## src/rtl/mult_unit_if.sv

```systemverilog
// Handshake and result bundle between the decoder/writeback side and mult_unit.
interface mult_unit_if #(
  parameter int unsigned W = 8
) ();
  logic                  start;
  logic signed [W-1:0]   a;
  logic signed [W-1:0]   b;
  logic                  stall;
  logic                  busy;
  logic                  done;
  logic signed [2*W-1:0] product;
  logic signed [W-1:0]   result;
  logic                  sat;

  modport master (
    output start, a, b,
    input  stall, busy, done, product, result, sat
  );

  modport slave (
    input  start, a, b,
    output stall, busy, done, product, result, sat
  );
endinterface

```

## src/rtl/mult_unit.sv

```systemverilog
// Sequential signed shift-add multiplier for MULT: one multiplier bit per cycle, LSB first,
// with fixed-point scaling and saturation of the writeback result.
module mult_unit #(
  parameter int unsigned W    = 8,
  parameter int unsigned FRAC = 0
) (
  input logic        clk,
  input logic        rst,
  mult_unit_if.slave bus
);

  localparam int unsigned CntW = (W > 1) ? $clog2(W) : 1;
  localparam logic signed [W-1:0] ResMax = {1'b0, {(W - 1){1'b1}}};
  localparam logic signed [W-1:0] ResMin = {1'b1, {(W - 1){1'b0}}};

  typedef enum logic [1:0] {StIdle, StBusy, StDone} state_e;

  state_e                state_q, state_d;
  logic [CntW-1:0]       cnt_q, cnt_d;
  logic signed [W-1:0]   a_q, a_d, b_q, b_d;
  logic signed [2*W-1:0] acc_q, acc_d, prod_q, prod_d;
  logic signed [W-1:0]   res_q, res_d;
  logic                  sat_q, sat_d, busy_q, busy_d, done_q, done_d;

  logic                  last_bit;
  logic signed [2*W-1:0] addend, acc_nxt, scaled;
  logic [W:0]            scaled_hi;
  logic                  in_range;

  // State register
  always_ff @(posedge clk) begin
    if (rst) state_q <= StIdle;
    else     state_q <= state_d;
  end

  // Next-state logic
  always_comb begin
    state_d = state_q;
    unique case (state_q)
      StIdle:  if (bus.start) state_d = StBusy;
      StBusy:  if (last_bit)  state_d = StDone;
      StDone:  state_d = StIdle;
      default: state_d = StIdle;
    endcase
  end

  // Outputs: stall is the only combinational one, busy/done are registered copies
  always_comb begin
    bus.stall = ((state_q == StIdle) && bus.start) || (state_q == StBusy);
    busy_d    = (state_d == StBusy);
    done_d    = (state_d == StDone);
  end

  // Datapath: the MSB of b carries negative weight in two's complement, so it subtracts
  always_comb begin
    last_bit  = (cnt_q == CntW'(W - 1));
    addend    = $signed({{W{a_q[W-1]}}, a_q}) << cnt_q;
    acc_nxt   = acc_q;
    if (b_q[cnt_q]) acc_nxt = last_bit ? (acc_q - addend) : (acc_q + addend);
    scaled    = acc_nxt >>> FRAC;
    scaled_hi = scaled[2*W-1:W-1];
    in_range  = (&scaled_hi) || ~(|scaled_hi);
  end

  always_comb begin
    a_d    = a_q;
    b_d    = b_q;
    acc_d  = acc_q;
    cnt_d  = cnt_q;
    prod_d = prod_q;
    res_d  = res_q;
    sat_d  = sat_q;
    unique case (state_q)
      StIdle: begin
        if (bus.start) begin
          a_d   = bus.a;
          b_d   = bus.b;
          acc_d = '0;
          cnt_d = '0;
        end
      end
      StBusy: begin
        acc_d = acc_nxt;
        cnt_d = last_bit ? '0 : cnt_q + CntW'(1);
        if (last_bit) begin
          prod_d = acc_nxt;
          sat_d  = ~in_range;
          if (in_range)           res_d = scaled[W-1:0];
          else if (scaled[2*W-1]) res_d = ResMin;
          else                    res_d = ResMax;
        end
      end
      default: ;
    endcase
  end

  always_ff @(posedge clk) begin
    if (rst) begin
      cnt_q  <= '0;
      a_q    <= '0;
      b_q    <= '0;
      acc_q  <= '0;
      prod_q <= '0;
      res_q  <= '0;
      sat_q  <= 1'b0;
      busy_q <= 1'b0;
      done_q <= 1'b0;
    end else begin
      cnt_q  <= cnt_d;
      a_q    <= a_d;
      b_q    <= b_d;
      acc_q  <= acc_d;
      prod_q <= prod_d;
      res_q  <= res_d;
      sat_q  <= sat_d;
      busy_q <= busy_d;
      done_q <= done_d;
    end
  end

  assign bus.busy    = busy_q;
  assign bus.done    = done_q;
  assign bus.product = prod_q;
  assign bus.result  = res_q;
  assign bus.sat     = sat_q;

endmodule

```

## src/flat_wrapper.sv

```systemverilog
// flat-port wrapper written by rule: the top's interface ports become plain ports
module mult_unit_flat 
#(
  parameter int unsigned W    = 8,
  parameter int unsigned FRAC = 0
)
  (clk, rst, bus_start, bus_a, bus_b, bus_stall, bus_busy, bus_done, bus_product, bus_result, bus_sat);
  mult_unit_if #(.W(W)) bus_i ();
  input logic clk;
  input logic rst;
  input wire logic [$bits(bus_i.start)-1:0] bus_start;
  input wire logic [$bits(bus_i.a)-1:0] bus_a;
  input wire logic [$bits(bus_i.b)-1:0] bus_b;
  output wire logic [$bits(bus_i.stall)-1:0] bus_stall;
  output wire logic [$bits(bus_i.busy)-1:0] bus_busy;
  output wire logic [$bits(bus_i.done)-1:0] bus_done;
  output wire logic [$bits(bus_i.product)-1:0] bus_product;
  output wire logic [$bits(bus_i.result)-1:0] bus_result;
  output wire logic [$bits(bus_i.sat)-1:0] bus_sat;
  assign bus_i.start = bus_start;
  assign bus_i.a = bus_a;
  assign bus_i.b = bus_b;
  assign bus_stall = bus_i.stall;
  assign bus_busy = bus_i.busy;
  assign bus_done = bus_i.done;
  assign bus_product = bus_i.product;
  assign bus_result = bus_i.result;
  assign bus_sat = bus_i.sat;
  mult_unit #(.W(W), .FRAC(FRAC)) u_core (.clk(clk), .rst(rst), .bus(bus_i));
endmodule
```

## config.mk

```make
export PLATFORM = sky130hd
export DESIGN_NAME = mult_unit_flat
export DESIGN_NICKNAME = d
export VERILOG_FILES = /design/src/rtl/mult_unit_if.sv /design/src/rtl/mult_unit.sv /design/src/flat_wrapper.sv
export SDC_FILE = /design/constraint.sdc
export NUM_CORES = 1
export LEC_CHECK = 0
export CAP_MARGIN = 25
export CORE_ASPECT_RATIO = 0.9
export CORE_MARGIN = 1
export CORE_UTILIZATION = 62
export DETAILED_ROUTE_END_ITERATION = 8
export HOLD_SLACK_MARGIN = 0.15
export PLACE_DENSITY = 0.93
export SYNTH_ARGS = -nofsm -noshare
export SYNTH_HDL_FRONTEND = slang
export SYNTH_SLANG_ARGS = --single-unit
```

## constraint.sdc

```tcl
create_clock -name clk -period 8.6 [get_ports clk]
set_clock_uncertainty 0.05 [all_clocks]
set_input_delay 0.86 -clock clk [delete_from_list [all_inputs] [get_ports clk]]
set_output_delay 0.86 -clock clk [all_outputs]
set_load 0.1 [all_outputs]
```

======== Word level (Yosys, flattened, before mapping) ========
Cells that the tools add are included.
word-level totals
  register bits ........................... 64
  input bits .............................. 19
  output and inout bits ................... 28
  word-level logic and storage cells ...... 46
operators by class
  add/subtract/negate cells ............... 3
  magnitude comparators ................... 1
  equality and inequality tests ........... 5
  shift operators ......................... 1
  mux-type cells .......................... 14
  bitwise gates (word level) .............. 2
  reduce and logical (&&, ||, !) cells .... 10
operator list
  kind                                                  number
  two-way mux 16 bit                                    3
  one-hot mux 16 bit (2 select lines)                   1
  adder 16 bit                                          1
  two-way mux 8 bit                                     2
  << shifter 16 x 3 -> 16 bit                           1
  subtractor 16 bit                                     1
  AND reduction 9 bit                                   1
  OR reduction 9 bit                                    1
  two-way mux 3 bit                                     2
  one-hot mux 3 bit (2 select lines)                    1
  AND reduction 2 bit                                   3
  equality test 2 x 1 -> 1 bit (second input constant)  2
  < comparator 3 x 4 -> 1 bit (second input constant)   1
  two-way mux 2 bit                                     2
  one-hot mux 2 bit (2 select lines)                    1
  adder 3 x 1 -> 3 bit (second input constant)          1
  binary-select mux 1 bit (select 3 bit)                1
  equality test 3 bit (second input constant)           1
  equality test 2 bit (second input constant)           1
  zero test 2 bit                                       1
  logical OR 1 bit                                      2
  inequality test 2 bit (second input constant)         1
  inverter 1 bit                                        2
  nonzero test 2 bit                                    1
  2 further kinds                                       2

======== Longest topological paths before layout ========
Gate-level depths: netlist (run 1).
  depth after elaboration ................. 8
  depth in mapped cells ................... 22
  mapped depth without buffers ............ 20

======== Least setup slack after synthesis (run 1) ========
OpenSTA, ideal clock, no wires.
  kind .................................... flip-flop to flip-flop
  start ................................... reg u_core.cnt_q[2]
  end ..................................... reg u_core.sat_q (netlist: u_core.bus.sat)
  data arrival time ....................... 4.818 ns
  required time ........................... 8.430 ns
  slack ................................... 3.612 ns
  cell stages (with the launch flop) ...... 21
  buffers on the path ..................... 3
  cells stage by stage .................... dfxtp_1 clkbuf_1 buf_1 clkbuf_1 or3_1 ha_1 o21ai_0 nor3b_1 and2_1 a21oi_1 xor2_1 ha_1 a21o_1 a221o_1 a21o_1 or4_1 nand3_1 a32oi_1 nor4b_2 nor2_2 o31a_1
between the ends
  cells in the longest elaborated chain, start to end .. 8
ends and longest elaborated chain
  what                                                      RTL line          RTL
  start, declared                                           mult_unit.sv:19   logic [CntW-1:0] cnt_q, cnt_d;
  start signal, assigned                                    mult_unit.sv:109  cnt_q <= cnt_d;
  << shifter 16 x 3 -> 16 bit                               mult_unit.sv:57   addend = $signed({{W{a_q[W-1]}}, a_q}) << cnt_q;
  adder 16 bit / subtractor 16 bit (equally long branches)  mult_unit.sv:59   if (b_q[cnt_q]) acc_nxt = last_bit ? (acc_q - addend) : (acc_q + addend);
  two-way mux 16 bit (2 in series)                          mult_unit.sv:59
  OR reduction 9 bit                                        mult_unit.sv:62   in_range = (&scaled_hi) || ~(|scaled_hi);
  inverter 1 bit                                            mult_unit.sv:62
  logical OR 1 bit                                          mult_unit.sv:62
  inverter 1 bit                                            mult_unit.sv:87   sat_d = ~in_range;
  end signal, assigned                                      mult_unit.sv:115  sat_q <= sat_d;
  end, declared                                             mult_unit.sv:23   logic sat_q, sat_d, busy_q, busy_d, done_q, done_d;
Several ways; a longest one is shown, not always the timed one. The select of a mux whose other input is x is not followed.
A chain may end at the register's enable or synchronous reset.

======== Worst setup path in the final report (run 1) ========
  start ................................... reg u_core.cnt_q[1]
  end ..................................... reg u_core.sat_q (netlist: u_core.bus.sat)
Same word-level chain as after synthesis.

==> flow_summary_export.csv, run 1 <==
group,metric,value,unit
clock_tree,path_clk_slew,0.07,ns
sta,finalSetupViolCount,0,
yosys,ys_async_sr_fraction,0,%
die,die_area,7270,sq um
clock_tree,cts_max_level,3,
job,drv_cap,0,
sta,finalHoldViolations,0,
clock_tree,cts_resized,0,
global_route,grt_pass1_wl,17800,um
placed_design,dp_cells,651,
global_route,antenna_found_initial,0,
critical_path,slowest_delay,0.81,ns
clock_tree,clk_latency,0.34,ns
routing,vias_per_cell,6.30,
yosys,yosys.area.top_type,"dfxtp_1",
layout,layout_common_cells,"77 x nor2_1, 64 x dfxtp_1, 63 x nand2_1",
yosys,yosys-top-cells-area,"dfxtp_1 30%, nor2_1 6.7%, a21oi_1 6.4%",
layout,areaGrowthSynthToFinish,16.2,%
yosys,synth_xor_area_share,4.07,%
yosys,synth-edff-count,0,
layout,drive_gt1_share,5.72,%
layout,final_common_cell,"nor2_1",
yosys,synth_area,4300,sq um
clock_tree,ctsHoldBuffers,0,
yosys,synth-seq-cells,64,
die,core.rowCount,28,
critical_path,cp.arrival,5.96,ns
layout,num_antenna_cells,0,
routing,drc_errors,0,
critical_path,worstSetupStartpointType,"register",
die,io_pins,47,
global_route,grt_use_met3,7.12,%
die,die_y,81,um
layout,fillers,448,
clock_tree,postCtsSetupBuffers,0,
global_route,overflow,0,
routing,drt_pass1_iterations,6,
yosys,seq_area_frac_synth,29.8,%
die,coreArea,6620,sq um
yosys,synth_top_area_share,29.8,%
placed_design,io_buffers,46,
sta,slew_viol_final,0,
critical_path,endpoint_kind,"register",
routing,drt_iter0_drc,411,
global_route,gr-max-usage-layer,"met2",
placed_design,dp_hpwl,7400,um
outcome,status,"finished clean",
layout,fin_cells,667,
critical_path,cp_data_required_time,8.78,ns
yosys,synth.mux.area_fraction,7.36,%
critical_path,rrSetupSlack,2.83,ns
clock_tree,cts_tree,"built",
global_route,use_met1,38.3,%
global_route,first_global_vias,3908,
yosys,synth_top_family_by_area,"compound AO/OA/AOI/OAI gates",
power_and_ir_drop,p_per_area,166,nW/um^2
routing,detail-route-antenna-nets,0,
placed_design,gp_congestion,0.944,
clock_tree,clock_path_buffers,2,
clock_tree,clk_root_buffer_cell,"clkbuf_8",
critical_path,cp_slowest_cell,"dfxtp_1",
critical_path,path_cells,"inv_1 > mux2_4 > nor2_1 > o21ai_0 > nor3b_1 > and2_1 > a21oi_1 > xor2_1 > ha_1 > a21o_1 > a221o_1 > a21oi_1 > a21boi_0 > o21ai_0 > o221ai_2 > a2111oi_4 > nor2_2 > o31a_1",
routing,vias,4205,
yosys,synth.avg_cell_area,7.83,sq um
sta,period_minus_slack,5.77,ns
yosys,synthAdderAreaFrac,5.70,%
global_route,grtUsageTotal,30.5,%
yosys,synth_compound_area_share,24.4,%
yosys,yosys.area_share.simple,24.2,%
clock_tree,numCtsBuffers,9,
yosys,synth_ff_type,"dfxtp_1",
hold_path,hold_class,"reg -> reg",
sta,tightest_slew,1.04,ns
sta,rsz0062_at_grt,"false",
critical_path,path_class,"reg -> reg",
placed_design,place_ws,2.67,ns
yosys,ys_types,63,
die,die_w,89.8,um
power_and_ir_drop,p_leak,1.88,nW
yosys,syn-num-nets,587,
yosys,synthesis.instances,549,
sta,max_clock_freq,173,MHz
sta,fin_ws,2.83,ns
routing,wl_per_cell,16.2,um
sta,setup_tns,0,ns
clock_tree,clock-sinks,64,
die,initial_core_util,64.9,%
sta,maxSlewHeadroom,30.4,%
power_and_ir_drop,irDropWorstVdd,0.159,mV
critical_path,cp_max_fo,23,
routing,totalWireLength,10800,um
layout,nets,612,
yosys,yosysWarnings,0,
sta,fin_crit_sh,67.1,%
global_route,grt_max_degree,66,
global_route,met2_usage,50.6,%
power by group:
| part | switching [W] | internal (W) | leakage (nW) |
|---|---|---|---|
| clock network | 0.000113 | 0.000168 | 0.101 |
| logic | 0.000136 | 0.0000969 | 1.26 |
| registers | 0.0000101 | 0.000304 | 0.519 |
synth_stat cells, types with 2 or more instances:
cell type / number
buf_2: 4
a21o_1: 5
nor2b_1: 9
nand2b_1: 12
xnor2_1: 12
ha_1: 18
a21oi_1: 55
or2_2: 2
nand3b_1: 5
mux2_2: 4
nor3b_1: 2
a21boi_0: 3
dfxtp_1: 64
or4_1: 3
a311oi_1: 3
mux2i_1: 10
nor2_1: 77
or3_1: 2
and3_1: 3
a2bb2oi_1: 3
o22ai_1: 2
nand4_1: 3
nand3_1: 7
clkbuf_1: 26
o31a_1: 4
o21a_1: 4
o211ai_1: 6
xor2_1: 8
nor3_1: 15
mux4_1: 5
and2_1: 8
a31oi_1: 7
o21bai_1: 3
a22oi_1: 15
nand2_1: 63
inv_1: 13
buf_1: 4
a211oi_1: 14
o31ai_1: 4
o21ai_0: 19
per-layer routing:
metal,vias up,wire length [um]
met5,-,0
met4,0,272
met3,34,807
met2,194,5090
met1,1955,4630
li1,2022,-
stage by stage:
step                      hold slack (ns)  util (%)  cell area, sq um  total power (W)
after floorplan                     0.382         -              4300         0.000495
after global placement              0.390      71.4              4730         0.000537
after detailed placement            0.396      71.4              4730         0.000541
after CTS                           0.405      74.6              4940         0.000819
after global routing                0.428      75.4              4990         0.000867
final                               0.405      75.4              4990         0.000828
state kept, by name (all words and copies together), names as in the netlist:
name,flops
u_core.state_q,2
u_core.bus.result,8
u_core.bus.done,1
u_core.cnt_q,3
u_core.acc_q,16
u_core.b_q,8
u_core.bus.product,16
u_core.bus.busy,1
u_core.a_q,8
u_core.bus.sat,1
logic make-up after synthesis:
kind of cell | Yosys count
muxes | 22
xor gates and xnor gates | 20
adders and majority gates | 19
AOI/OAI and AO/OA | 157
buffers and inverters | 48
and+or+nand+nor | 219
DFF | 64
layout make-up:
class | count | area, sq um | share of cell area [%]
Multi-Input combinational cell | 437 | 2830 | 56.6
Clock buffer | 11 | 141 | 2.83
Timing Repair Buffer | 49 | 518 | 10.4
Sequential cell | 64 | 1280 | 25.7
Inverter | 13 | 48.8 | 0.977
Tap cell | 90 | 113 | 2.25
Clock inverter | 3 | 67.6 | 1.35
critical path: cells and delay by family, from the launching register on:
family | cells | cell delay (ns)
AO/OA/AOI/OAI | 10 | 2.64
XOR/XNOR | 1 | 0.21
adder cells (fa/ha/maj) | 1 | 0.35
buffers and inverters | 1 | 0.37
flip-flops | 1 | 0.81
multiplexers | 1 | 0.42
AND/OR/NAND/NOR | 4 | 0.81
final timing paths:
kind                   startpoint             end  cells past startpoint
setup / recovery  u_core.cnt_q[1]  u_core.bus.sat                     18
hold / removal      u_core.b_q[1]   u_core.b_q[1]                      2
hold reg to reg     u_core.b_q[1]   u_core.b_q[1]                      2
setup reg to reg  u_core.cnt_q[1]  u_core.bus.sat                     18
(Power assumes the default switching activity.)
==> run 2: changes to the inputs <==
--- a/config.mk
+++ b/config.mk
@@ -8,10 +8,10 @@
 export CAP_MARGIN = 25
 export CORE_ASPECT_RATIO = 0.9
 export CORE_MARGIN = 1
-export CORE_UTILIZATION = 62
+export CORE_UTILIZATION = 57
 export DETAILED_ROUTE_END_ITERATION = 8
 export HOLD_SLACK_MARGIN = 0.15
-export PLACE_DENSITY = 0.93
+export PLACE_DENSITY = 0.86
 export SYNTH_ARGS = -nofsm -noshare
 export SYNTH_HDL_FRONTEND = slang
 export SYNTH_SLANG_ARGS = --single-unit
==> constraint.sdc (replaced) <==
create_clock -name clk -period 5.55 [get_ports clk]
set_clock_uncertainty 0.05 [all_clocks]
set_input_delay 0.555 -clock clk [delete_from_list [all_inputs] [get_ports clk]]
set_output_delay 0.555 -clock clk [all_outputs]
set_load 0.1 [all_outputs]
==> run 2 against run 1 <==
Combinational power grew 57%. Via count is 0.93% lower. Clock power grew 48%. Sequential power is 54% higher. Maximum frequency is 10% higher. Wire length increased by 1.5%. Utilization down 5.5 points. Hold slack is essentially flat.
==> flow_summary_export.csv, run 2 (synthesis results as in run 1) <==
group,metric,value,unit
outcome,status,"finished clean",
die,die_w,93.5,um
routing,drc_errors,0,
die,core.rowCount,29,
clock_tree,clock_path_buffers,2,
global_route,grt_max_degree,66,
clock_tree,ctsHoldBuffers,0,
global_route,grtUsageTotal,28.9,%
routing,detail-route-antenna-nets,0,
power_and_ir_drop,p_leak,1.92,nW
die,io_pins,47,
die,initial_core_util,59.8,%
global_route,first_global_vias,3899,
sta,period_minus_slack,5.25,ns
power_and_ir_drop,p_total,0.00127,W
power_and_ir_drop,p_per_area,252,nW/um^2
clock_tree,numCtsBuffers,9,
critical_path,cp_max_fo,21,
sta,max_clock_freq,190,MHz
job,drv_cap,0,
placed_design,place_area,4790,sq um
sta,maxSlewHeadroom,33.9,%
power_and_ir_drop,pwr-share-clk,32.9,%
clock_tree,clock-sinks,64,
critical_path,cp_data_required_time,5.75,ns
die,die_area,7890,sq um
routing,totalWireLength,11000,um
layout,layout_common_cells,"77 x nor2_1, 64 x dfxtp_1, 63 x nand2_1",
clock_tree,cts_max_level,3,
routing,route.met3.wl,684,um
layout,num_antenna_cells,0,
layout,fin_util,69.9,%
placed_design,dp_hpwl,7740,um
power_and_ir_drop,share_seq_of_total_power,38.3,%
sta,fin_crit_sh,94.6,%
placed_design,io_buffers,46,
routing,vias,4166,
critical_path,endpoint_kind,"register",
critical_path,path_class,"reg -> reg",
power_and_ir_drop,combPwrFrac,28.8,%
power_and_ir_drop,p_int,0.000831,W
die,coreArea,7180,sq um
critical_path,cp.arrival,5.45,ns
routing,vias_per_cell,6.14,
hold_path,hold_class,"reg -> reg",
sta,timing.hold.ws,0.406,ns
layout,nets,619,
die,die_y,84.4,um
layout,drive_gt1_share,7.17,%
sta,setup_tns,0,ns
power_and_ir_drop,p_sw,0.000436,W
layout,design_area,5020,sq um
critical_path,worstSetupStartpointType,"register",
routing,drt_pass1_iterations,5,
sta,finalHoldViolations,0,
sta,finalSetupViolCount,0,
layout,final_common_cell,"nor2_1",
routing,drt_iter0_drc,303,
sta,slew_viol_final,0,
clock_tree,cts_tree,"built",
power_and_ir_drop,irDropWorstVdd,0.267,mV
global_route,grt_pass1_wl,18100,um
routing,wl_met1,4920,um
routing,met2WireLength,5130,um
clock_tree,clk_latency,0.36,ns
global_route,antenna_found_initial,0,
routing,highest_layer,"met4",
global_route,overflow,0,
routing,wl_per_cell,16.1,um
layout,areaGrowthSynthToFinish,16.8,%
clock_tree,clk_root_buffer_cell,"clkbuf_8",
sta,tightest_slew,0.988,ns
placed_design,gp_congestion,0.886,
clock_tree,path_clk_slew,0.08,ns
power_and_ir_drop,swShare,34.4,%
sta,rsz0062_at_grt,"false",
==> run 2: layout make-up <==
type | instances | area [sq um]
clock buffer | 10 | 128
clock inverter | 6 | 67.6
fill | 575 | 2160
inverter | 13 | 48.8
multi-input combinational | 437 | 2830
sequential | 64 | 1280
tap | 93 | 116
timing repair buffer | 56 | 547
==> run 2: power groups by stage <==
stage               Combinational [W]  Sequential (W)  Clock (W)
finish                       0.000365        0.000485   0.000417
global placement             0.000343        0.000494          0
CTS                          0.000357        0.000485   0.000420
floorplan                    0.000273        0.000494          0
global route                 0.000402        0.000487   0.000439
detailed placement           0.000355        0.000495          0
==> run 2: path summary, 6_finish.rpt <==
check,to,start,slack [ns],cells after the start
min,u_core.b_q[0],u_core.b_q[0],0.41,2
max,u_core.bus.sat,u_core.cnt_q[0],0.30,18
max reg2reg,u_core.bus.sat,u_core.cnt_q[0],0.30,18
min reg2reg,u_core.b_q[0],u_core.b_q[0],0.41,2
==> run 2: timing repair <==
action	in CTS	in global routing
setup endpoints to repair	0	2
setup buffers	0	0
gates resized for setup	0	2
==> run 2: metrics by stage <==
stage,setup slack (ns),instances
2_1_floorplan,0.562,549
3_3_place_gp,0.439,662
3_5_place_dp,0.250,662
4_1_cts,0.271,678
5_1_grt,0.0495,679
6_report,0.300,679
==> run 2: metal layers <==
layer / track usage (%) / up-vias
li1: - / 2032
met1: 38.2 / 1954
met2: 46.7 / 155
met3: 6.16 / 25
met4: 9.79 / 0
met5: 0 / -
==> run 2: worst max-delay path: stages (launching register included) <==
cell and delay, ns:
dfxtp_1 0.45, buf_6 0.23, mux4_1 0.58, nand2_1 0.08, o21ai_0 0.15, nor3b_1 0.26
and2_1 0.22, a21oi_1 0.10, xor2_1 0.20, ha_1 0.35, a21o_1 0.21, a221o_1 0.39
a21o_1 0.24, or4_1 0.51, nand3_1 0.18, a32oi_1 0.12, nor4b_4 0.41, nor2_2 0.13
o31a_1 0.32
